### src/rtl/vote_input_ctrl.sv
// Input front-end for the voting tally: synchronises and debounces four candidate
// buttons, allows one vote per press-and-release, and routes buttons to display select in mode 1.
module vote_input_ctrl #(
   parameter int DEBOUNCE_CYC = 10,
   parameter int HOLDOFF_CYC  = 4,
   parameter int TOTAL_W      = 8
) (
   input  logic               clock,
   input  logic               reset,
   input  logic               mode,
   input  logic               button1,
   input  logic               button2,
   input  logic               button3,
   input  logic               button4,
   output logic               vote_valid,
   output logic [1:0]         vote_idx,
   output logic               reject_pulse,
   output logic               disp_valid,
   output logic [1:0]         disp_sel,
   output logic               busy,
   output logic [TOTAL_W-1:0] total_votes
);

   localparam int CNT_MAX = (DEBOUNCE_CYC > HOLDOFF_CYC) ? DEBOUNCE_CYC : HOLDOFF_CYC;
   localparam int CNT_W   = $clog2(CNT_MAX + 1);

   typedef enum logic [2:0] {
      S_IDLE         = 3'd0,
      S_DEBOUNCE     = 3'd1,
      S_ACCEPT       = 3'd2,
      S_REJECT       = 3'd3,
      S_WAIT_RELEASE = 3'd4,
      S_HOLDOFF      = 3'd5,
      S_DISPLAY      = 3'd6
   } state_t;

   function automatic logic is_onehot(input logic [3:0] v);
      return (v != 4'd0) && ((v & (v - 4'd1)) == 4'd0);
   endfunction

   function automatic logic [1:0] encode(input logic [3:0] v);
      logic [1:0] idx;
      case (v)
         4'b0001: idx = 2'd0;
         4'b0010: idx = 2'd1;
         4'b0100: idx = 2'd2;
         4'b1000: idx = 2'd3;
         default: idx = 2'd0;
      endcase
      return idx;
   endfunction

   logic [4:0]         r_sync1;
   logic [4:0]         r_sync2;
   logic               w_mode_s;
   logic [3:0]         w_btn_s;
   state_t             r_state;
   state_t             w_state_nxt;
   logic [3:0]         r_snap;
   logic [3:0]         w_snap_nxt;
   logic [CNT_W-1:0]   r_cnt;
   logic [CNT_W-1:0]   w_cnt_nxt;
   logic               r_vote_valid;
   logic [1:0]         r_vote_idx;
   logic               r_reject;
   logic               r_disp_valid;
   logic [1:0]         r_disp_sel;
   logic               r_busy;
   logic [TOTAL_W-1:0] r_total;

   assign w_mode_s = r_sync2[4];
   assign w_btn_s  = r_sync2[3:0];

   // Two-flop synchroniser for mode and the raw buttons.
   always_ff @(posedge clock or posedge reset) begin
      if (reset) begin
         r_sync1 <= 5'd0;
         r_sync2 <= 5'd0;
      end else begin
         r_sync1 <= {mode, button4, button3, button2, button1};
         r_sync2 <= r_sync1;
      end
   end

   // State, snapshot and shared cycle counter registers.
   always_ff @(posedge clock or posedge reset) begin
      if (reset) begin
         r_state <= S_IDLE;
         r_snap  <= 4'd0;
         r_cnt   <= '0;
      end else begin
         r_state <= w_state_nxt;
         r_snap  <= w_snap_nxt;
         r_cnt   <= w_cnt_nxt;
      end
   end

   // Next-state logic; the counter is shared by debounce and holdoff phases.
   always_comb begin
      w_state_nxt = r_state;
      w_snap_nxt  = r_snap;
      w_cnt_nxt   = r_cnt;
      case (r_state)
         S_IDLE: begin
            if (w_mode_s) begin
               w_state_nxt = S_DISPLAY;
            end else if (w_btn_s != 4'd0) begin
               w_state_nxt = S_DEBOUNCE;
               w_snap_nxt  = w_btn_s;
               w_cnt_nxt   = CNT_W'(1);
            end else begin
               w_state_nxt = S_IDLE;
            end
         end
         S_DEBOUNCE: begin
            if (w_mode_s) begin
               w_state_nxt = S_DISPLAY;
            end else if (w_btn_s == 4'd0) begin
               w_state_nxt = S_IDLE;
            end else if (w_btn_s != r_snap) begin
               w_snap_nxt = w_btn_s;
               w_cnt_nxt  = CNT_W'(1);
            end else if (r_cnt < CNT_W'(DEBOUNCE_CYC)) begin
               w_cnt_nxt = r_cnt + CNT_W'(1);
            end else begin
               w_state_nxt = is_onehot(r_snap) ? S_ACCEPT : S_REJECT;
            end
         end
         S_ACCEPT: w_state_nxt = S_WAIT_RELEASE;
         S_REJECT: w_state_nxt = S_WAIT_RELEASE;
         S_WAIT_RELEASE: begin
            if (w_btn_s == 4'd0) begin
               w_state_nxt = S_HOLDOFF;
               w_cnt_nxt   = CNT_W'(1);
            end else begin
               w_state_nxt = S_WAIT_RELEASE;
            end
         end
         S_HOLDOFF: begin
            if (w_btn_s != 4'd0) begin
               w_state_nxt = S_WAIT_RELEASE;
            end else if (r_cnt == CNT_W'(HOLDOFF_CYC)) begin
               w_state_nxt = S_IDLE;
            end else begin
               w_cnt_nxt = r_cnt + CNT_W'(1);
            end
         end
         S_DISPLAY: begin
            // Leaving display goes through release so a held button never votes.
            if (!w_mode_s) begin
               w_state_nxt = S_WAIT_RELEASE;
            end else begin
               w_state_nxt = S_DISPLAY;
            end
         end
         default: w_state_nxt = S_IDLE;
      endcase
   end

   // Registered outputs, decoded from the next state so they align with it.
   always_ff @(posedge clock or posedge reset) begin
      if (reset) begin
         r_vote_valid <= 1'b0;
         r_vote_idx   <= 2'd0;
         r_reject     <= 1'b0;
         r_disp_valid <= 1'b0;
         r_disp_sel   <= 2'd0;
         r_busy       <= 1'b0;
         r_total      <= '0;
      end else begin
         r_vote_valid <= (w_state_nxt == S_ACCEPT);
         r_reject     <= (w_state_nxt == S_REJECT);
         r_disp_valid <= (w_state_nxt == S_DISPLAY);
         r_busy       <= (w_state_nxt != S_IDLE) && (w_state_nxt != S_DISPLAY);
         if (w_state_nxt == S_ACCEPT) begin
            r_vote_idx <= encode(w_snap_nxt);
            if (r_total != {TOTAL_W{1'b1}}) begin
               r_total <= r_total + TOTAL_W'(1);
            end else begin
               r_total <= r_total;
            end
         end else begin
            r_vote_idx <= r_vote_idx;
            r_total    <= r_total;
         end
         if ((r_state == S_DISPLAY) && is_onehot(w_btn_s)) begin
            r_disp_sel <= encode(w_btn_s);
         end else begin
            r_disp_sel <= r_disp_sel;
         end
      end
   end

   assign vote_valid   = r_vote_valid;
   assign vote_idx     = r_vote_idx;
   assign reject_pulse = r_reject;
   assign disp_valid   = r_disp_valid;
   assign disp_sel     = r_disp_sel;
   assign busy         = r_busy;
   assign total_votes  = r_total;

endmodule

### config.mk
export PLATFORM = sky130hd
export DESIGN_NAME = vote_input_ctrl
export DESIGN_NICKNAME = d
export VERILOG_FILES = /design/src/rtl/vote_input_ctrl.sv
export SDC_FILE = /design/constraint.sdc
export NUM_CORES = 1
export LEC_CHECK = 0
export BUFFER_PORTS_ARGS = -buffer_cell sky130_fd_sc_hd__buf_2
export CELL_PAD_IN_SITES_DETAIL_PLACEMENT = 0
export CELL_PAD_IN_SITES_GLOBAL_PLACEMENT = 1
export CORE_ASPECT_RATIO = 0.75
export CORE_MARGIN = 5
export CORE_UTILIZATION = 40
export DETAILED_ROUTE_END_ITERATION = 10
export MAX_ROUTING_LAYER = met4
export PLACE_DENSITY = 0.77
export SYNTH_ARGS = -nofsm -noshare
export SYNTH_HDL_FRONTEND = slang
export SYNTH_SLANG_ARGS = --single-unit
export TNS_END_PERCENT = 100
### constraint.sdc
create_clock -name clock -period 2.2 [get_ports clock]
set_input_delay 0.44 -clock clock [delete_from_list [all_inputs] [get_ports clock]]
set_output_delay 0.44 -clock clock [all_outputs]
set_load 0.03 [all_outputs]
==> qor.yml, run 1 <==
ios: 23
synth_nets: 156
period_needed_ps: 2140
crit_type: "reg2reg"
synthArstFlopShare: 1.00
clock_latency_ps: 290
finalHoldViolCount: 0
yosys_warnings: 0
dieArea_um2: 5520
yosys_register_bits: 37
pwr-share-clk: 0.333
synth_top_cell_by_area: "dfrtp_1"
gp_congestion: 0.817
vias: 1236
avgSynthCellArea_um2: 11.3
die_x_um: 84.2
worst-path-stages: 6
max_freq_mhz: 466
synth.distinct_cells: 41
drc_errors: 0
cts_tree: "built"
critPathBufInv: 0
drtPass1Iterations: 4
fillers: 368
skew_ps: 10.1
h-tree-depth: 2
grt_use_total: 0.135
numClockSinks: 37
ys_seq_area_frac: 0.561
std_cell_rows: 20
fin_nets: 199
finalCritPeriodShare: 0.974
dpl.cell_count: 235
slew_violations: 0
drtIter0Drc: 59
cts_buffers: 5
p_sw_frac: 0.277
power.total_uw: 1420
synth_top_area_frac: 0.561
grt.overflow.total: 0
rr_worst_depth: 6
setup_violations: 0
crit_path_end_kind: "flip-flop"
final_cell_count_no_fill: 245
fp.dieH_um: 65.6
cts_root_buf: "clkbuf_8"
synthesis.area_um2: 1650
start_util: 0.410
n_antenna_cell: 0
clock_path_buffers: 2
max-cap-violations: 0
antenna_found_initial: 0
clk_transition_reported_paths_ps: 80
area.growth.synth_to_final_pct: 24.9
seq_power_share: 0.527
switchingPower_uw: 395
critPathSlowestCell: "or4_4"
dpl.hpwl_um: 2460
core_um2: 4030
p_leak_uw: 0.00104
relSlewSlack: 0.696
grt_pass1_wl_um: 5750
worstPathCellList: "or4_4 -> o21ai_2 -> a21oi_2 -> or2_4 -> o21a_1 -> a41o_1"
grt_start_max_net_pins: 38
power_frac_comb: 0.140
routed_wl_um: 3410
synthCells: 146
peakVddDrop_mv: 0.422
synthFlopType: "dfrtp_1"
drive_above_1_share: 0.311
synth_edf_count: 0
grt_pass1_vias: 1227
power.internal_uw: 1030
grt_setup_unrepaired: "true"
worst_pin_slew_ps: 452
via_per_inst: 5.04
hp-class: "in2async"
critPathMaxFanout: 7
cp_slowest_stage_delay_ps: 600
portBuffers: 22
critPathArrivalTime_ps: 2320
synthTopCellsByArea: "dfrtp_1, xnor2_1, xor2_1"
status: "complete, no violations"
ant_nets: 0
cp.required_ps: 2380
wire_per_inst_um: 13.9
p_per_area_nw_per_um2: 691
start_kind: "flip-flop"
crit_family: "simple AND/OR/NAND/NOR gates"
worst register-to-register path, cell delays in order, from the launching register on:
cell,delay [ps]
dfrtp_2,450
or4_4,600
o21ai_2,170
a21oi_2,120
or2_4,300
o21a_1,190
a41o_1,200
cell usage after synthesis (2+ instances only):
| cell type | number |
|---|---|
| nand3_1 | 2 |
| inv_1 | 10 |
| nand2b_1 | 2 |
| nand4_1 | 4 |
| ha_1 | 3 |
| nand2_1 | 12 |
| o21ai_0 | 8 |
| xor2_1 | 7 |
| xnor2_1 | 7 |
| nor2b_1 | 3 |
| o21a_1 | 3 |
| dfrtp_1 | 37 |
| nor4_1 | 2 |
| o211a_1 | 3 |
| a41o_1 | 2 |
| mux2i_1 | 3 |
| and3_1 | 2 |
| nor3_1 | 2 |
| a21oi_1 | 4 |
| nor2_1 | 9 |
per-stage QoR:
step	util	area [um^2]	TNS [ps]	setup WS, ps	hold WS (ps)
after CTS	0.499	2010	-0.514	-0.514	242
after detailed placement	0.476	1920	-4.98	-4.98	336
after global placement	0.476	1920	0	63.1	333
after floorplan	-	1650	0	151	331
after global routing	0.512	2060	-52.4	-34.2	236
final	0.512	2060	0	56.3	241
routing by layer:
layer | GRT usage | up-vias | share of wire
li1 | - | 599 | -
met1 | 0.174 | 615 | 0.48
met2 | 0.213 | 18 | 0.48
met3 | 0.0351 | 4 | 0.033
met4 | 0.0361 | 0 | 0.0085
met5 | - | - | 0
sequential cells by signal, summed over array words and instances (netlist names), 2 cells and up:
signal	count
disp_sel	2
r_cnt	4
r_snap	4
r_state	3
r_sync1	5
r_sync2	5
total_votes	8
vote_idx	2
power groups by stage:
stage / Sequential [uW] / Combinational [uW] / Clock (uW)
3_3_place_gp: 762 / 177 / 0
3_5_place_dp: 763 / 183 / 0
6_report: 750 / 199 / 475
4_1_cts: 750 / 184 / 489
2_1_floorplan: 770 / 103 / 0
5_1_grt: 756 / 224 / 513
final cells by class:
| cell class | count | area (um^2) | share of cell area |
|---|---|---|---|
| clock inverter | 3 | 21.3 | 0.0103 |
| sequential | 37 | 927 | 0.450 |
| tap | 55 | 68.8 | 0.0334 |
| inverter | 10 | 37.5 | 0.0182 |
| multi-input combinational | 99 | 723 | 0.351 |
| timing repair buffer | 36 | 215 | 0.104 |
| clock buffer | 5 | 68.8 | 0.0334 |
cells by family after synthesis:
kind of cell | share of synthesized area
AO/OA/AOI/OAI | 0.123
XOR/XNOR | 0.0743
adder cells (fa/ha/maj) | 0.0227
buffers and inverters | 0.0227
flip-flops | 0.561
multiplexers | 0.0250
AND/OR/NAND/NOR | 0.171
what timing repair did:
item / in CTS / in global routing
buffers inserted: 0 / 2
resized for setup: 0 / 9
pin swaps: 1 / 1
setup endpoints to repair: 2 / 11
gates cloned: 0 / 0
hold buffers: 0 / 0
worst paths after layout:
| path | to | slack, ps | startpoint |
|---|---|---|---|
| worst max-delay path | vote_idx[1] | 60 | r_sync2[1] |
| worst min-delay path | r_sync2[2] | 240 | reset |
| worst max register to register | vote_idx[1] | 60 | r_sync2[1] |
| worst min register to register | r_sync2[0] | 350 | r_sync1[0] |
| max in group asynchronous | r_sync2[1] | 1620 | reset |
| min in group clock | r_sync1[3] | 250 | button4 |
cells in the final DEF, fill, tap and decap left out, types with 2 or more instances in the layout:
cell,netlist,routed
nand3_1,2,2
buf_2,0,22
nand4_1,4,4
xor2_1,7,7
o211a_1,3,3
o21ai_0,8,7
buf_4,0,14
o21a_1,3,3
nor2b_1,3,3
ha_1,3,3
mux2i_1,3,2
nor2_1,9,9
a21oi_1,4,4
clkbuf_8,0,5
dfrtp_1,37,36
and3_1,2,2
nand2b_1,2,2
xnor2_1,7,7
a41o_1,2,2
nor3_1,2,2
nand2_1,12,11
inv_1,10,10
No activity file was read; power rests on OpenSTA's default activity.
==> run 2: changes to the inputs <==
- CELL_PAD_IN_SITES_GLOBAL_PLACEMENT: 1 -> 2
- CORE_UTILIZATION: 40 -> 33
==> run 2 against run 1 <==
Clock power increased by 25%. Routed wire length decreased by 2.5%. Clock skew decreased by 8.3 ps. Sequential share of layout area decreased by 0.72 points. Die area increased by 18%. Highest routed layer unchanged. Via count decreased by 1.1%. Worst hold slack improved by 5.3 ps. Total power increased by 8.0%. Combinational power about the same. Design area increased by 1.6%. Sequential power about the same.
==> qor.yml, run 2 (synthesized netlist as in run 1, its figures left out) <==
grt_pass1_wl_um: 5800  # +0.83%
drtIter0Drc: 54  # -8.5%
routed_wl_um: 3330  # -2.5%
final_cell_count_no_fill: 253  # +3.3%
relSlewSlack: 0.676  # -0.0195
critPathSlowestCell: "or4_4"
crit_type: "reg2reg"
clock_path_buffers: 2  # unchanged
critPathMaxFanout: 6  # -1
numClockSinks: 37  # unchanged
multiInputGateArea_um2: 702  # -2.9%
dieArea_um2: 6530  # +18%
clock_latency_ps: 280  # about the same
setup_tns_ps: 0  # unchanged
period_needed_ps: 2110  # -35.6 ps
start_kind: "flip-flop"
drc_errors: 0  # unchanged
finalHoldViolCount: 0  # unchanged
setup_violations: 0  # unchanged
p_leak_uw: 0.00107  # +2.6%
p_per_area_nw_per_um2: 734  # +6.3%
crit_path_end_kind: "flip-flop"
reg2reg_slack_ps: 90  # +40 ps
cp_slowest_stage_delay_ps: 600  # about the same
worstPathCellList: "or4_4 -> o21ai_2 -> a21oi_2 -> or2_4 -> o21a_1 -> a41o_1"
worst_pin_slew_ps: 484  # +32.0 ps
largest_reg_flops: 8  # unchanged
skew_ps: 1.81  # -8.26 ps
drtPass1Iterations: 4  # unchanged
wire_per_inst_um: 13.1  # -5.6%
critPathArrivalTime_ps: 2280  # -40 ps
mostFrequentLayoutCells: "dfrtp_1, buf_2, buf_4"
mostFrequentLayoutCell: "dfrtp_1"
antenna_found_initial: 0  # unchanged
portBuffers: 22  # unchanged
grt.overflow.total: 0  # unchanged
vias: 1222  # -1.1%
dpl.hpwl_um: 2500  # +1.6%
core_um2: 4870  # +21%
start_util: 0.339  # -0.0709
grt_pass1_vias: 1281  # +4.4%
hp-class: "in2async"
n_antenna_cell: 0  # unchanged
max-cap-violations: 0  # unchanged
die_x_um: 91.7  # +8.9%
h-tree-depth: 2  # unchanged
cts_root_buf: "clkbuf_8"
fp.dieH_um: 71.2  # +8.6%
grt_start_max_net_pins: 38  # unchanged
grt_use_total: 0.115  # -0.0194
place_worst_setup_slack_ps: 41.0  # +46.0 ps
fillers: 468  # +27%
via_per_inst: 4.83  # -4.3%
grt_setup_unrepaired: "true"
area.growth.synth_to_final_pct: 27.0
ios: 23  # unchanged
placed_cell_area_um2: 1960  # +1.9%
fin_nets: 202  # +1.5%
power.total_uw: 1540  # +8.0%
peakVddDrop_mv: 0.298  # -29%
drive_above_1_share: 0.295  # -0.0152
slew_violations: 0  # unchanged
cts_buffers: 5  # unchanged
regArea_um2: 927  # unchanged
fin_ws_ps: 91.9  # +35.6 ps
dpl.cell_count: 244  # +3.8%
status: "complete, no violations"
cp.required_ps: 2370  # about the same
clk_transition_reported_paths_ps: 70  # about the same
fin_area_um2: 2100  # +1.6%
gp_congestion: 0.780  # -4.5%
max_freq_mhz: 474  # +1.7%
std_cell_rows: 22  # +10%
ant_nets: 0  # unchanged
finalCritPeriodShare: 0.958  # -0.0162
cts_tree: "built"
[run 2: path summary, 6_finish.rpt]
path | from | to | depth (start not counted)
worst max-delay path | r_sync2[1] | vote_idx[1] | 6
worst min-delay path | reset | r_snap[2] | 3
worst max register to register | r_sync2[1] | vote_idx[1] | 6
worst min register to register | r_sync1[1] | r_sync2[1] | 0
max in group asynchronous | reset | r_sync2[2] | 3
min in group clock | button2 | r_sync1[1] | 1
[run 2: area by class of cell]
type                            count  area share
Sequential cell                    37       0.442
Inverter                           10      0.0179
Clock buffer                        7      0.0412
Tap cell                           60      0.0358
Clock inverter                      1      0.0143
Multi-Input combinational cell     99       0.335
Timing Repair Buffer               39       0.113
[run 2: where the power goes]
group / internal (uW) / total, uW / switching [uW]
registers: 717 / 747 / 30.5
logic: 89.5 / 199 / 109
clock network: 369 / 592 / 223
total: 1180 / 1540 / 363
[run 2: critical path: cells and delay by family, from the launching register on]
family	cells	cell delay [ps]
AOI/OAI and AO/OA	4	670
DFF	1	430
and+or+nand+nor	2	890
[run 2: metrics by stage]
step	utilization	hold slack, ps
after CTS	0.425	249
after global routing	0.430	251
after detailed placement	0.401	337
final	0.430	247
after floorplan	-	331
after global placement	0.401	335
[run 2: timing repair]
item,4_1_cts,5_1_grt
endpoints found under the setup margin,0,12
resized for setup,0,5
hold buffers,0,0
hold endpoints to repair,0,0
buffers inserted,0,1
[run 2: routing by layer]
metal,part of all wire,global-route usage
met2,0.46,0.168
met1,0.50,0.151
met4,0.019,0.0535
met5,0,-
met3,0.029,0.0304
